==> config.mk <==
export PLATFORM = sky130hd
export DESIGN_NAME = alu_arbitro
export DESIGN_NICKNAME = d
export VERILOG_FILES = /design/src/rtl/alu_arbitro.sv
export SDC_FILE = /design/constraint.sdc
export NUM_CORES = 1
export LEC_CHECK = 0
export BUFFER_PORTS_ARGS = -buffer_cell sky130_fd_sc_hd__clkbuf_2
export CAP_MARGIN = 25
export CORE_MARGIN = 4
export CORE_UTILIZATION = 43
export CTS_CLUSTER_DIAMETER = 30
export DETAILED_ROUTE_END_ITERATION = 12
export PLACE_DENSITY_LB_ADDON = 0.08
export SLEW_MARGIN = 0
export SYNTH_ARGS = -nofsm -noshare
export SYNTH_HDL_FRONTEND = slang
export SYNTH_SLANG_ARGS = --single-unit
==> constraint.sdc <==
create_clock -name clk -period 1.9 [get_ports clk]
set_input_delay 0.095 -clock clk [delete_from_list [all_inputs] [get_ports clk]]
set_output_delay 0.095 -clock clk [all_outputs]
set_load 0.005 [all_outputs]
==> src/rtl/alu_arbitro.sv <==
// alu_arbitro: two-requester round-robin sequencer in front of one shared,
// external combinational ALU.
//
// Ports
//   clk, rst           rising-edge clock, synchronous active-high reset
//   req_valid/ready    per-requester operation handshake (bit i = requester i)
//   req_a*/b*/op*      operands and op code of requester 0/1
//   resp_valid/ready   per-requester result handshake
//   resp_dato          registered ALU result, shared by both requesters
//   resp_err           op code was not one the ALU supports
//   alu_valA/B/op      operands and op code presented to the shared ALU
//   alu_resultado      combinational result returned by the shared ALU
//   ocupado            an operation is in flight (EJEC or RESP)
module alu_arbitro #(
    parameter int unsigned ANCHO = 32,
    parameter int unsigned OP_W  = 4
) (
    input  logic             clk,
    input  logic             rst,
    input  logic [1:0]       req_valid,
    output logic [1:0]       req_ready,
    input  logic [ANCHO-1:0] req_a0,
    input  logic [ANCHO-1:0] req_a1,
    input  logic [ANCHO-1:0] req_b0,
    input  logic [ANCHO-1:0] req_b1,
    input  logic [OP_W-1:0]  req_op0,
    input  logic [OP_W-1:0]  req_op1,
    output logic [1:0]       resp_valid,
    input  logic [1:0]       resp_ready,
    output logic [ANCHO-1:0] resp_dato,
    output logic             resp_err,
    output logic [ANCHO-1:0] alu_valA,
    output logic [ANCHO-1:0] alu_valB,
    output logic [OP_W-1:0]  alu_operacion,
    input  logic [ANCHO-1:0] alu_resultado,
    output logic             ocupado
);

    typedef enum logic [1:0] {
        LIBRE,
        EJEC,
        RESP
    } estado_t;

    estado_t          estado_q, estado_d;
    logic             prio_q, prio_d;
    logic             g_q, g_d;
    logic [ANCHO-1:0] a_q, a_d;
    logic [ANCHO-1:0] b_q, b_d;
    logic [OP_W-1:0]  op_q, op_d;
    logic [ANCHO-1:0] dato_q, dato_d;
    logic             err_q, err_d;

    logic             gnt_ok;
    logic             gnt;
    logic             op_no_soportada;

    // Round-robin grant: the priority holder wins, otherwise the other one.
    always_comb begin
        gnt_ok = 1'b0;
        gnt    = prio_q;
        if (req_valid[prio_q]) begin
            gnt_ok = 1'b1;
            gnt    = prio_q;
        end else if (req_valid[~prio_q]) begin
            gnt_ok = 1'b1;
            gnt    = ~prio_q;
        end
    end

    always_comb begin
        case (op_q)
            OP_W'(0), OP_W'(1), OP_W'(2), OP_W'(3), OP_W'(4), OP_W'(5),
            OP_W'(6), OP_W'(7), OP_W'(8), OP_W'(13), OP_W'(15):
                op_no_soportada = 1'b0;
            default:
                op_no_soportada = 1'b1;
        endcase
    end

    always_comb begin
        estado_d   = estado_q;
        prio_d     = prio_q;
        g_d        = g_q;
        a_d        = a_q;
        b_d        = b_q;
        op_d       = op_q;
        dato_d     = dato_q;
        err_d      = err_q;
        req_ready  = '0;
        resp_valid = '0;
        case (estado_q)
            LIBRE: begin
                // ready is only raised toward a valid requester, so a grant
                // is already a completed handshake.
                if (gnt_ok) begin
                    req_ready[gnt] = 1'b1;
                    g_d            = gnt;
                    a_d            = gnt ? req_a1  : req_a0;
                    b_d            = gnt ? req_b1  : req_b0;
                    op_d           = gnt ? req_op1 : req_op0;
                    estado_d       = EJEC;
                end
            end
            EJEC: begin
                dato_d   = alu_resultado;
                err_d    = op_no_soportada;
                estado_d = RESP;
            end
            RESP: begin
                resp_valid[g_q] = 1'b1;
                if (resp_ready[g_q]) begin
                    prio_d   = ~g_q;
                    estado_d = LIBRE;
                end
            end
            default: estado_d = LIBRE;
        endcase
    end

    always_ff @(posedge clk) begin
        if (rst) begin
            estado_q <= LIBRE;
            prio_q   <= 1'b0;
            g_q      <= 1'b0;
            a_q      <= '0;
            b_q      <= '0;
            op_q     <= '0;
            dato_q   <= '0;
            err_q    <= 1'b0;
        end else begin
            estado_q <= estado_d;
            prio_q   <= prio_d;
            g_q      <= g_d;
            a_q      <= a_d;
            b_q      <= b_d;
            op_q     <= op_d;
            dato_q   <= dato_d;
            err_q    <= err_d;
        end
    end

    assign alu_valA      = a_q;
    assign alu_valB      = b_q;
    assign alu_operacion = op_q;
    assign resp_dato     = dato_q;
    assign resp_err      = err_q;
    assign ocupado       = (estado_q != LIBRE);

endmodule

==> impl_metrics.yaml <==
cts:
  clkTransAtPathRegs_ns: 0.10
  post-cts-setup-buffer-count: 0
  clkLatencyLatePin_ns: 0.36
  h-tree-depth: 3
  cts_tree: "done"
  cts_buffers: 9
  clockRootBuffer: "clkbuf_8"
  clockBufferDepth: 2
  cts.sink_count: 105
finish:
  area_growth_pct: 51.0
  mostFrequentLayoutCells: "clkbuf_2 (278), dfxtp_1 (105), nand4_1 (69)"
  final_common_cell: "clkbuf_2"
  antenna_cells: 0
  final_cells: 1011
  drive_gt1_share_pct: 36.2
  nNetsFinal: 1044
timing:
  finalCritPeriodShare_pct: 91.8
  min_period_ns: 1.75
  max_freq_mhz: 573
  hold_ws_ns: 0.00326
  rsz0062_at_grt: "false"
  finClkSkew_ns: 0.00931
  max_slew.worst_pin.slew_ns: 0.732
  finalSetupTns_ns: 0
  layout_setup_ws_ns: 0.155
  hold_viol: 0
  drv_slew: 0
  setup_viol: 0
  maxSlewHeadroom_pct: 51.2
floorplan:
  rows: 37
  die_y_um: 111
  core_mm2: 0.0103
  initial_core_util_pct: 44.0
  fp.dieArea_mm2: 0.0123
  io_pins: 280
  die_w_um: 111
setup_path:
  cp_max_fo: 35
  cp-start-kind: "register"
  cp.arrival_ns: 1.65
  max_stage_delay_ns: 0.42
  slowest_stage: "dfxtp_1"
  worstSetupPathType: "register to output port"
  worst_setup_path_end_kind: "output port"
  crit_chain: "a211oi_4 -> buf_12 -> and2_1 -> clkbuf_2"
  crit_required_ns: 1.80
route:
  wl_per_cell_um: 17.3
  num_vias: 5760
  drt_wl_total_mm: 17.5
  final_antenna_net_count: 0
  post-route-drc-count: 0
  drtPass1Iterations: 5
  dr.first_iter.drc_count: 410
  vias_per_cell: 5.70
placement:
  io_buffers: 279
  place_inst: 930
  globalplace.congestion: 0.816
  dp_hpwl_mm: 11.6
  pre_cts_ws_ns: 0.380
flow_run:
  drv_cap: 0
power:
  p_leak_nw: 2.98
  peakVddDrop_mv: 0.493
  power.density_mw_per_mm2: 781
yosys:
  synthMuxAreaShare_pct: 0.221
  synth_cell_types: 27
  synth-seq-cells: 105
  syn_area_per_cell_um2: 7.91
  synth_fa_ha_area_share_pct: 0
  synth_compound_gate_area_share_pct: 21.6
  synth_top_family_by_area: "simple AND/OR/NAND/NOR gates"
  synth_cells: 574
  syn_nets: 748
  yosysWarnings: 0
  synthXorXnorAreaFrac_pct: 0
  synth.yosys.seq_area_share_pct: 46.3
  synth_area_mm2: 0.00454
  synth_simple_gate_area_share_pct: 24.8
grt:
  grt_pass1_wl_mm: 28.3
  grt_usage_pct: 27.3
  antenna_found_initial: 0
  grt_pass1_vias: 5498
  grt-ovfl-total: 0
  grt_max_degree: 70
min_path:
  hold_class: "primary input to register"
outcome:
  status: "completed"
## per-stage QoR
stage                     utilization, %  instance area [µm²]  power [mW]
after CTS                           66.3                 6840        5.35
after floorplan                        -                 4540        3.21
after detailed placement            58.0                 5990        3.82
after global placement              58.0                 5990        3.79
final                               66.4                 6850        5.35
after global routing                66.4                 6850        5.59
## power by group
part	total, mW	leakage (nW)	internal [mW]	switching, mW
registers	2.52	0.862	2.40	0.123
logic	1.36	2.02	0.610	0.750
clock network	1.47	0.102	0.689	0.783
## state kept, by name, summed over array words and instances, names as in the netlist
name and count:
alu_valA 32, alu_valB 32, resp_dato 32, alu_operacion 4
estado_q 2, g_q 1, prio_q 1, resp_err 1
## cell type report
class / count / area (µm²)
Timing Repair Buffer: 359 / 2240
Multi-Input combinational cell: 394 / 2130
Clock buffer: 11 / 151
Sequential cell: 105 / 2100
Fill cell: 860 / 3470
Tap cell: 136 / 170
Inverter: 1 / 3.75
Clock inverter: 5 / 62.6
## synth_stat cells (all sizes together)
cell      n  area (µm²)
a211oi    1        20.0
a21oi    35         175
a31oi    68         425
and2      1        6.26
and3      1        6.26
and3b     2        17.5
buf      23         126
clkbuf   51         191
dfxtp   105        2100
inv       1        3.75
mux2i     1        10.0
nand2    67         251
nand2b    2        12.5
nand3    68         340
nand3b    2        15.0
nand4    69         432
nor2      2        15.0
nor2b     1        6.26
nor3      2        10.0
nor3b     1        7.51
o21ai    68         340
o21ba     1        10.0
o21bai    1        7.51
or3       1        6.26
## metal layers
metal,wire (µm),GRT usage (%),vias to the layer above
met5,0,0,-
met4,520,10.3,0
met3,1300,5.46,39
met2,8700,47.7,303
met1,7020,33.0,2705
li1,-,-,2713
## worst max-delay path: cells and delay by family (launching register included)
kind            cells  cell delay, ns
buf+inv             2            0.37
simple gates        1            0.19
flops               1            0.42
compound gates      1            0.31
## timing repair
action | 4_1_cts | 5_1_grt
gates resized for setup | 0 | 0
endpoints found under the hold margin | 64 | 1
hold buffers | 64 | 1
## cell families (layout without fill, tap and decap cells)
family,after synthesis,after routing
multiplexers,1,1
flip-flops,105,105
buffers and inverters,75,376
AND/OR/NAND/NOR,219,219
AO/OA/AOI/OAI,174,174
## worst paths after layout
kind / from / to / slack (ns) / cells past startpoint
worst max register to register: estado_q[1] / alu_valA[6] / 0.35 / 5
worst max-delay path: estado_q[0] / req_ready[0] / 0.15 / 4
worst min register to register: resp_dato[17] / resp_dato[17] / 0.46 / 2
worst min-delay path: req_b0[2] / alu_valB[2] / 0.003 / 3
Note: power is estimated with default switching activity, not from simulation.
